## src/rtl/rr_onehot_arbiter.sv

```systemverilog
// Round-robin arbiter with a registered one-hot grant, release on done, request drop or hold limit.
// The rotating priority pointer moves just past the previous owner on each release.
module rr_onehot_arbiter #(
    parameter int unsigned N        = 8,
    parameter int unsigned IDW      = 3,
    parameter int unsigned MAX_HOLD = 16,
    parameter int unsigned CNTW     = 5
) (
    input  logic           clk_i,
    input  logic           rst_i,
    input  logic           en_i,
    input  logic [N-1:0]   req_i,
    input  logic           done_i,
    output logic [N-1:0]   grant_o,
    output logic [IDW-1:0] grant_id_o,
    output logic           busy_o,
    output logic           timeout_o
);

    typedef enum logic [0:0] {StIdle, StBusy} state_e;

    state_e          state_q;
    logic [IDW-1:0]  ptr_q;
    logic [IDW-1:0]  grant_id_q;
    logic [CNTW-1:0] cnt_q;
    logic [N-1:0]    grant_q;
    logic            busy_q;
    logic            timeout_q;

    logic            pick_vld;
    logic [IDW-1:0]  pick_idx;
    int unsigned     scan_idx;
    logic            owner_req;
    logic            hold_last;
    logic [IDW-1:0]  ptr_nxt;

    // Scan from the pointer upwards with wrap; the first set request wins.
    always_comb begin
        pick_vld = 1'b0;
        pick_idx = '0;
        scan_idx = 0;
        for (int unsigned k = 0; k < N; k++) begin
            scan_idx = (32'(ptr_q) + k) % N;
            if (!pick_vld && req_i[scan_idx[IDW-1:0]]) begin
                pick_vld = 1'b1;
                pick_idx = scan_idx[IDW-1:0];
            end
        end
    end

    always_comb begin
        owner_req = req_i[grant_id_q];
        hold_last = (cnt_q == CNTW'(MAX_HOLD - 1));
        ptr_nxt   = (grant_id_q == IDW'(N - 1)) ? '0 : grant_id_q + IDW'(1);
    end

    always_ff @(posedge clk_i or posedge rst_i) begin
        if (rst_i) begin
            state_q    <= StIdle;
            ptr_q      <= '0;
            grant_id_q <= '0;
            cnt_q      <= '0;
            grant_q    <= '0;
            busy_q     <= 1'b0;
            timeout_q  <= 1'b0;
        end else begin
            timeout_q <= 1'b0;
            unique case (state_q)
                StIdle: begin
                    if (en_i && pick_vld) begin
                        state_q    <= StBusy;
                        grant_q    <= N'(1) << pick_idx;
                        grant_id_q <= pick_idx;
                        busy_q     <= 1'b1;
                        cnt_q      <= '0;
                    end
                end
                StBusy: begin
                    if (done_i || !owner_req || hold_last) begin
                        state_q    <= StIdle;
                        grant_q    <= '0;
                        grant_id_q <= '0;
                        busy_q     <= 1'b0;
                        ptr_q      <= ptr_nxt;
                        // Only a pure hold-limit release is reported as a timeout.
                        timeout_q  <= !done_i && owner_req;
                    end else begin
                        cnt_q <= cnt_q + CNTW'(1);
                    end
                end
                default: state_q <= StIdle;
            endcase
        end
    end

    assign grant_o    = grant_q;
    assign grant_id_o = grant_id_q;
    assign busy_o     = busy_q;
    assign timeout_o  = timeout_q;

endmodule
```

## config.mk

```make
export PLATFORM = sky130hd
export DESIGN_NAME = rr_onehot_arbiter
export DESIGN_NICKNAME = d
export VERILOG_FILES = /design/src/rtl/rr_onehot_arbiter.sv
export SDC_FILE = /design/constraint.sdc
export NUM_CORES = 1
export LEC_CHECK = 0
export CAP_MARGIN = 15
export CORE_ASPECT_RATIO = 0.8
export CORE_MARGIN = 2
export CORE_UTILIZATION = 57
export DETAILED_ROUTE_END_ITERATION = 10
export GPL_TIMING_DRIVEN = 1
export PLACE_DENSITY = 0.81
export SYNTH_ARGS = -nofsm -noshare
export SYNTH_HDL_FRONTEND = slang
export SYNTH_SLANG_ARGS = --single-unit
```

## constraint.sdc

```tcl
create_clock -name clk_i -period 4 [get_ports clk_i]
set_input_delay 0.4 -clock clk_i [delete_from_list [all_inputs] [get_ports clk_i]]
set_output_delay 0.4 -clock clk_i [all_outputs]
set_load 0.01 [all_outputs]
```

==> run metrics, run 1 <==
status=complete, no violations; NetSw=0.00111 W; Hold Vio Cnt, Final=0; gr ovfl total=0; Reg area=551 µm²; part of the cycle the worst path needs=0.865; share of layout cells above drive strength 1=0.185; H-tree Lvls=1; die area=4260 µm²; Async SR Flop Fraction=1.00; cell internal pwr=0.00112 W; Core Rows=19; clk_lat worst skew=260 ps; Sum Neg Setup Slack=0 ps; post-CTS resize count=0; die width=72.4 µm; Warnings, synthesis=0; worst flop-to-flop path startpoint=ptr_q[0]$_DFFE_PP0P_; Tmin final=3460 ps; CTS Buf Count=3; DR WL/cell=18.5 µm; total global routing track utilization=0.263; I/O Buffers=24; clk slew on worst S/H paths=80 ps; sw frac=0.499; RSZ-0062 raised after global routing=false; TritonCTS clock tree=done; Max Freq=289 MHz; nets=257; post-synthesis cell type count=62; placed cell areas=2360 µm²; synth cell count leaders=22 x dfrtp_1, 22 x nand2_1, 14 x mux2i_1; combinational cell fraction of total power=0.764; CP Data Required Time=4200 ps; top post-synthesis cells by area=dfrtp_1 26%, mux4_2 7.4%, mux2i_1 6.6%, nand2_1 3.9%, a32o_1 3.7%; slew margin rel.=0.453; Pleak=1.00 nW; Initial Util=0.607; fin. max-slew vios=0; dominant synthesized flop cell=dfrtp_1; initial DRC count=206; post-synthesis instance area=2140 µm²; Max Cap Viol=0; fillers=284; WP data arrival=3660 ps; # DRC=0; EDFF count, synth=0; HPWL after detailed placement=3990 µm; Setup Skew=7.70 ps; initial antenna violation count=0; Final setup viols=0; first-pass GRT wire length=8740 µm; Die Span Y=58.8 µm; Pre-antenna DRT Iters=5; area delta synth->final=13.1%; core area=3520 µm²; via count=1857; I/O Pins=25; worst hold path startpoint=grant_o[2]$_DFFE_PP0P_; vias in the first global route=1712; largest net degree at the start of global routing=25; Crit Path Max Fanout=12; Design Area, Final=2420 µm²; Root Buffer=clkbuf_8; sequential fraction of the synthesis area=0.258; clock share of power=0.071; CP Capture Type=flip-flop; Flop pwr share=0.164; Gate Count Post-Synth=217; number of synthesized register bits=22; area of the multi-input gates=1460 µm²; worst hold path type=flip-flop to flip-flop; Post-Route WL=5180 µm; postcts setup bufs=0; syn_nets=235; syn avg cell area=9.84 µm²; pwr dens=925 nW/µm²; CTS Buffer Depth=2; Worst Setup SP=ptr_q[0]$_DFFE_PP0P_; peak supply drop=0.561 mV; largest area contributor in the netlist=dfrtp_1; # diodes=0; Crit Path Class=flip-flop to flip-flop; top cell type's share of synthesized area=0.258; Hold-fix buffers, CTS=0; clk sinks=22; Worst Tran Pin Value=820 ps; Vias/cell=6.63; Worst setup SP type=flip-flop; RD Place Congestion=0.975; Post-DRT Antenna Nets=0
worst paths after layout:
path                                             end  slack [ps]  depth (start not counted)
min in group asynchronous     grant_o[2]$_DFFE_PP0P_         590                          2
max in group asynchronous  grant_id_o[1]$_DFFE_PP0P_        2900                          2
min                           grant_o[2]$_DFFE_PP0P_         500                          1
min reg2reg                   grant_o[2]$_DFFE_PP0P_         500                          1
max                           grant_o[3]$_DFFE_PP0P_         540                         10
max reg2reg                   grant_o[3]$_DFFE_PP0P_         540                         10
power groups by stage:
stage	clock network (W)	logic (W)	registers (W)
2_1_floorplan	0	0.00135	0.000360
3_3_place_gp	0	0.00164	0.000369
3_5_place_dp	0	0.00166	0.000372
4_1_cts	0.000163	0.00167	0.000368
5_1_grt	0.000173	0.00183	0.000378
6_report	0.000159	0.00171	0.000367
placed cells by master (no fill, tap or decap), types with 7 or more instances in the layout:
cell	netlist	layout
a21oi_1	10	10
a32o_1	8	8
and2_1	8	8
clkdlybuf4s50_1	0	24
dfrtp_1	22	22
mux2i_1	14	14
mux4_2	7	7
nand2_1	22	22
nor2_1	13	13
cell type report:
class	count	share of cell area
sequential	22	0.228
inverter	8	0.0124
multi-input combinational	176	0.603
tap	42	0.0218
timing repair buffer	28	0.112
clock buffer	4	0.0228
worst max-delay path, cell delays in order, from the launching register on:
cell and delay, ps:
dfrtp_1 370, inv_2 80, ha_1 580, mux2i_1 380
a22oi_1 150, a21oi_1 220, a22oi_2 170, or3_4 430
o21bai_2 410, and2_1 410, a32o_1 190
logic make-up after synthesis:
family                   count (synthesis)  synth area share
adder cells (fa/ha/maj)                  6            0.0351
buffers and inverters                   19            0.0598
XOR/XNOR                                 5            0.0205
AO/OA/AOI/OAI                           60             0.244
AND/OR/NAND/NOR                         75             0.183
flip-flops                              22             0.258
multiplexers                            30             0.199
flip-flops by register name, summed over array words and instances (netlist names):
name        flops
grant_o         8
state_q         1
ptr_q           3
cnt_q           5
timeout_o       1
busy_o          1
grant_id_o      3
per-stage QoR:
step / power, W / worst slack (ps) / hold slack (ps) / util / cells
2_1_floorplan: 0.00171 / 943 / 389 / - / 217
3_3_place_gp: 0.00201 / 697 / 474 / 0.671 / 276
3_5_place_dp: 0.00203 / 579 / 481 / 0.671 / 276
4_1_cts: 0.00220 / 621 / 500 / 0.687 / 280
5_1_grt: 0.00238 / 366 / 518 / 0.687 / 280
6_report: 0.00223 / 541 / 496 / 0.687 / 280
routing by layer:
metal / wire (µm) / vias up / GRT usage
met3: 363 / 6 / 0.0582
li1: - / 874 / -
met1: 2550 / 893 / 0.423
met5: 0 / - / 0
met2: 2240 / 84 / 0.363
met4: 27 / 0 / 0.0450
No activity file was read; power rests on OpenSTA's default activity.
==> run 2: changes to the inputs <==
--- a/config.mk
+++ b/config.mk
@@ -8,10 +8,10 @@
 export CAP_MARGIN = 15
 export CORE_ASPECT_RATIO = 0.8
 export CORE_MARGIN = 2
-export CORE_UTILIZATION = 57
+export CORE_UTILIZATION = 51
 export DETAILED_ROUTE_END_ITERATION = 10
 export GPL_TIMING_DRIVEN = 1
-export PLACE_DENSITY = 0.81
+export PLACE_DENSITY = 0.77
 export SYNTH_ARGS = -nofsm -noshare
 export SYNTH_HDL_FRONTEND = slang
 export SYNTH_SLANG_ARGS = --single-unit
==> constraint.sdc (replaced) <==
create_clock -name clk_i -period 2.8 [get_ports clk_i]
set_input_delay 0.28 -clock clk_i [delete_from_list [all_inputs] [get_ports clk_i]]
set_output_delay 0.28 -clock clk_i [all_outputs]
set_load 0.01 [all_outputs]
==> run metrics, run 2 (synthesis results as in run 1) <==
Post-DRT Antenna Nets=0 (unchanged); most common cell after layout, fill and taps aside=buf_4; WP data arrival=2960 ps (-700 ps); CTS Buffer Depth=2 (unchanged); Final setup viols=2 (+2); part of the cycle the worst path needs=1.00 (+0.139); Tmin final=2810 ps (-648 ps); slack of the critical path=-11.1 ps (-552 ps); hold slack final=488 ps (-8.18 ps); clk sinks=22 (unchanged); peak supply drop=0.755 mV (+35%); # diodes=0 (unchanged); placed cell areas=2750 µm² (+17%); initial DRC count=258 (+25%); clock share of power=0.065 (-0.006); H-tree Lvls=1 (unchanged); Flop pwr share=0.119 (-0.045); HPWL after detailed placement=4500 µm (+13%); Worst Tran Pin Value=821 ps (+1.69 ps); via count=2219 (+19%); r2r setup slk=-10 ps (-550 ps); vias in the first global route=1861 (+8.7%); worst hold path type=flip-flop to flip-flop; RD Place Congestion=0.933 (-4.4%); Setup Skew=2.55 ps (-5.15 ps); Crit Path Class=flip-flop to flip-flop; RR Endpoint=grant_id_o[0]$_DFFE_PP0P_; gr ovfl total=0 (unchanged); nets=308 (+20%); I/O Buffers=24 (unchanged); Setup crit end=grant_id_o[0]$_DFFE_PP0P_; Design Area, Final=3110 µm² (+29%); Worst R2R Path Depth=11 (+1); Post-Route WL=6620 µm (+28%); pwr dens=1460 nW/µm² (+57%); # DRC=0 (unchanged); sw frac=0.458 (-0.0408); status=complete, but fails checks; die width=76.4 µm (+5.4%); Max Cap Viol=0 (unchanged); Pre-antenna DRT Iters=7 (+2); Worst Setup SP=ptr_q[0]$_DFFE_PP0P_; slew margin rel.=0.452 (-0.00112); Hold Vio Cnt, Final=0 (unchanged); worst flop-to-flop path startpoint=ptr_q[0]$_DFFE_PP0P_; largest net degree at the start of global routing=23 (-8.0%); total global routing track utilization=0.246 (-0.0173); clk_lat worst skew=260 ps (about the same); CP Capture Type=flip-flop; clk slew on worst S/H paths=80 ps (about the same); cell internal pwr=0.00245 W (+120%); Root Buffer=clkbuf_8; NetSw=0.00207 W (+86%); Pleak=1.29 nW (+29%); Max Freq=356 MHz (+23%); CP Data Required Time=2950 ps (-1250 ps); CTS Buf Count=3 (unchanged); first-pass GRT wire length=9190 µm (+5.2%); most frequent cells in the layout=49 x buf_4, 24 x clkdlybuf4s50_1, 21 x nand2_1, 21 x dfrtp_1, 12 x nor2_1; TritonCTS clock tree=done; fin. max-slew vios=0 (unchanged); Core Rows=21 (+2); I/O Pins=25 (unchanged); core area=4100 µm² (+17%); Die Span Y=61.9 µm (+5.3%); Sum Neg Setup Slack=-13.6 ps (-13.6 ps); Initial Util=0.521 (-0.0860); Vias/cell=6.41 (-3.3%); DR WL/cell=19.1 µm (+3.4%); RSZ-0062 raised after global routing=true; share of layout cells above drive strength 1=0.436 (+0.251); Crit Path Max Fanout=8 (-4); die area=4720 µm² (+11%); Worst setup SP type=flip-flop; combinational cell fraction of total power=0.817 (+0.053); initial antenna violation count=0 (unchanged); number of flip-flops in the largest register=8 (unchanged); area delta synth->final=45.6%; violated checks=negative setup slack
[run 2: layout make-up]
class                           count  area (µm²)
Clock buffer                        3        41.3
Clock inverter                      1        30.0
Fill cell                         250         990
Inverter                            8        40.0
Multi-Input combinational cell    176        1700
Sequential cell                    22         552
Tap cell                           57        71.3
Timing Repair Buffer               79         678
[run 2: critical path, stage by stage (launching register included)]
cell,delay (ps)
dfrtp_2,450
inv_8,40
ha_4,370
buf_6,140
mux4_2,540
nand2_1,120
nand2_1,130
a311o_1,350
o32ai_4,160
o31a_4,240
buf_4,110
o21ai_1,50
[run 2: worst min-delay path by stage]
stage | depth (start not counted) | endpoint | from
floorplan | 1 | busy_o$_DFFE_PP0P_ | rst_i
global placement | 2 | busy_o$_DFFE_PP0P_ | busy_o$_DFFE_PP0P_
finish | 2 | busy_o$_DFFE_PP0P_ | busy_o$_DFFE_PP0P_
global route | 1 | grant_o[2]$_DFFE_PP0P_ | grant_o[2]$_DFFE_PP0P_
detailed placement | 2 | busy_o$_DFFE_PP0P_ | busy_o$_DFFE_PP0P_
CTS | 2 | busy_o$_DFFE_PP0P_ | busy_o$_DFFE_PP0P_
[run 2: power groups by stage]
stage                     combinational [W]  clock [W]  sequential, W
after global routing                0.00388   0.000309       0.000551
after CTS                           0.00309   0.000296       0.000531
after floorplan                     0.00208          0       0.000516
final                               0.00370   0.000293       0.000537
after detailed placement            0.00290          0       0.000532
after global placement              0.00285          0       0.000526
[run 2: routing by layer]
| layer | vias to the layer above | track usage | wire length (µm) |
|---|---|---|---|
| met2 | 110 | 0.382 | 3010 |
| met5 | - | 0 | 0 |
| li1 | 989 | - | - |
| met3 | 23 | 0.0390 | 460 |
| met1 | 1097 | 0.371 | 3020 |
| met4 | 0 | 0.0442 | 126 |
[run 2: what timing repair did]
action	in CTS	in global routing
gates resized for setup	10	35
buffers inserted	3	6
hold buffers	0	0
pin swaps	2	8
gates cloned	0	1
endpoints found under the setup margin	13	13
[run 2: metrics by stage]
step / utilization / worst slack [ps] / total power, W / cells
finish: 0.759 / -11.1 / 0.00453 / 346
global route: 0.759 / -113 / 0.00474 / 346
CTS: 0.706 / 1.74 / 0.00392 / 340
detailed placement: 0.672 / -98.0 / 0.00343 / 333
global placement: 0.672 / -55.9 / 0.00338 / 333
floorplan: - / 12.5 / 0.00260 / 217
==> run 3: changes to the inputs <==
--- a/config.mk
+++ b/config.mk
@@ -6,12 +6,15 @@
 export NUM_CORES = 1
 export LEC_CHECK = 0
 export CAP_MARGIN = 15
+export CELL_PAD_IN_SITES_DETAIL_PLACEMENT = 1
+export CELL_PAD_IN_SITES_GLOBAL_PLACEMENT = 1
 export CORE_ASPECT_RATIO = 0.8
 export CORE_MARGIN = 2
-export CORE_UTILIZATION = 51
+export CORE_UTILIZATION = 40
 export DETAILED_ROUTE_END_ITERATION = 10
 export GPL_TIMING_DRIVEN = 1
-export PLACE_DENSITY = 0.77
+export PLACE_DENSITY_LB_ADDON = 0.1
+export SKIP_LAST_GASP = 1
 export SYNTH_ARGS = -nofsm -noshare
 export SYNTH_HDL_FRONTEND = slang
 export SYNTH_SLANG_ARGS = --single-unit
==> run metrics, run 3 (synthesis results as in run 1) <==
status=complete, but fails checks; violated checks=negative setup slack; crit-path max cell delay=440 ps (-100 ps); Tot Pwr=0.00443 W (-2.2%); WP data arrival=3000 ps (+40 ps); pre-CTS WS=-201 ps (-103 ps); total global routing track utilization=0.245 (-0.000531); part of the cycle the worst path needs=1.01 (+0.0109); NetSw=0.00211 W (+1.7%); first-pass GRT wire length=11500 µm (+25%); Sum Neg Setup Slack=-155 ps (-142 ps); most common cell after layout, fill and taps aside=buf_4; Crit Path Max Fanout=7 (-1); Max Cap Viol=0 (unchanged); RD Place Congestion=0.922 (-1.1%); via count=2107 (-5.0%); Hold Vio Cnt, Final=0 (unchanged); number of flip-flops in the largest register=8 (unchanged); slew margin rel.=0.446 (-0.00625); area delta synth->final=42.0%; Die Span Y=69.4 µm (+12%); placed cell areas=2740 µm² (-0.59%); most frequent cells in the layout=42 x buf_4, 24 x clkdlybuf4s50_1, 21 x nand2_1, 21 x dfrtp_1, 12 x nor2_1; clk_lat worst skew=260 ps (about the same); Slowest-stage cell, CP=dfrtp_2; crit-path cells=inv_8 > ha_4 > mux2i_2 > a22oi_2 > a21oi_2 > a22oi_2 > buf_4 > nor3_4 > buf_4 > a31oi_1 > and2_1 > a32o_1; fin. max-slew vios=0 (unchanged); I/O Pins=25 (unchanged); Core Rows=23 (+9.5%); nets=299 (-2.9%); sw frac=0.476 (+0.0182); CP Data Required Time=2960 ps (about the same); I/O Buffers=24 (unchanged); Root Buffer=clkbuf_8; # diodes=0 (unchanged); post-placement cell count=335 (+0.60%); Worst setup SP type=flip-flop; Design Area, Final=3030 µm² (-2.5%); clock share of power=0.067 (+0.002); area of the multi-input gates=1690 µm² (-0.30%); slack of the critical path=-41.6 ps (-30.5 ps); Setup Skew=1.75 ps (-0.798 ps); vias in the first global route=2166 (+16%); CTS Buf Count=3 (unchanged); HPWL after detailed placement=5540 µm (+23%); cell internal pwr=0.00232 W (-5.5%); Final setup viols=7 (+5); Reg area=552 µm² (unchanged); Crit Path Class=flip-flop to flip-flop; RSZ-0062 raised after global routing=true; clk sinks=22 (unchanged); worst path bufs/invs=3 (unchanged); Pre-antenna DRT Iters=4 (-3); Pleak=1.23 nW (-4.7%); Post-Route WL=7520 µm (+14%); Post-DRT Antenna Nets=0 (unchanged); H-tree Lvls=1 (unchanged); Vias/cell=6.16 (-3.9%); fin cells=342 (-1.2%); share of layout cells above drive strength 1=0.414 (-0.0217); peak supply drop=0.775 mV (+2.5%); gr ovfl total=0 (unchanged); Worst Tran Pin Value=831 ps (+9.36 ps); Max Freq=352 MHz (-1.1%); pwr dens=1460 nW/µm² (+0.25%); clk slew on worst S/H paths=80 ps (about the same); critical path's top delay family=compound AO/OA/AOI/OAI gates; TritonCTS clock tree=done; initial antenna violation count=0 (unchanged); die area=5940 µm² (+26%); # DRC=0 (unchanged); worst hold path type=input pin to asynchronous set/reset pin; core area=5060 µm² (+24%); Initial Util=0.422 (-0.0994); fillers=565 (+130%); CTS Buffer Depth=2 (unchanged); largest net degree at the start of global routing=23 (unchanged); CP Capture Type=flip-flop; DR WL/cell=22.0 µm (+15%); die width=85.7 µm (+12%); combinational cell fraction of total power=0.815 (-0.002); Flop pwr share=0.118 (about the same); Tmin final=2840 ps (+30.5 ps); initial DRC count=113 (-56%)
## run 3: cell types whose count changed in the layout (fill, tap and decap cells not counted), sizes merged
| cell | delta |
|---|---|
| buf | -9 |
## run 3: layer usage
metal,vias up,track usage,part of all wire
li1,958,-,-
met1,1092,0.354,0.45
met4,0,0.0317,0.0039
met2,53,0.400,0.50
met5,-,0,0
met3,4,0.0357,0.043
## run 3: cell type report
cell class              count  area share
flip-flops and latches     22       0.182
multi-input cells         176       0.558
repair buffers             70       0.198
clock buffers               3      0.0136
clock inverters             1     0.00990
well taps                  62      0.0256
inverters                   8      0.0132
## run 3: power by group through the flow
stage	clock network [W]	logic [W]	registers [W]
floorplan	0	0.00208	0.000516
global route	0.000316	0.00381	0.000537
global placement	0	0.00291	0.000515
finish	0.000297	0.00361	0.000522
CTS	0.000305	0.00317	0.000520
detailed placement	0	0.00303	0.000525
## run 3: path summary, 6_finish.rpt
check	from	end	slack (ps)	depth (start not counted)
max in group asynchronous	rst_i	ptr_q[0]$_DFFE_PP0P_	1760	2
max reg2reg	ptr_q[0]$_DFFE_PP0P_	grant_o[4]$_DFFE_PP0P_	-40	12
min in group clk_i	grant_o[6]$_DFFE_PP0P_	grant_o[6]$_DFFE_PP0P_	500	1
min	rst_i	busy_o$_DFFE_PP0P_	480	2
min reg2reg	grant_o[6]$_DFFE_PP0P_	grant_o[6]$_DFFE_PP0P_	500	1
max	ptr_q[0]$_DFFE_PP0P_	grant_o[4]$_DFFE_PP0P_	-40	12
## run 3: what timing repair did
| action | 4_1_cts | 5_1_grt |
|---|---|---|
| setup endpoints to repair | 13 | 13 |
| resized for setup | 9 | 30 |
| hold buffers | 0 | 0 |
| pin swaps | 4 | 5 |
| setup buffers | 2 | 1 |
## run 3: worst register-to-register path: stages (launching register included)
cell     delay [ps]
dfrtp_2         440
inv_8            40
ha_4            370
mux2i_2         290
a22oi_2         150
a21oi_2         200
a22oi_2         120
buf_4           160
nor3_4          250
buf_4           160
a31oi_1          70
and2_1          220
a32o_1          280
## run 3: through the flow
step,util,hold slack [ps]
final,0.599,482
after global routing,0.599,526
after CTS,0.566,505
after detailed placement,0.540,486
after global placement,0.540,461
after floorplan,-,269
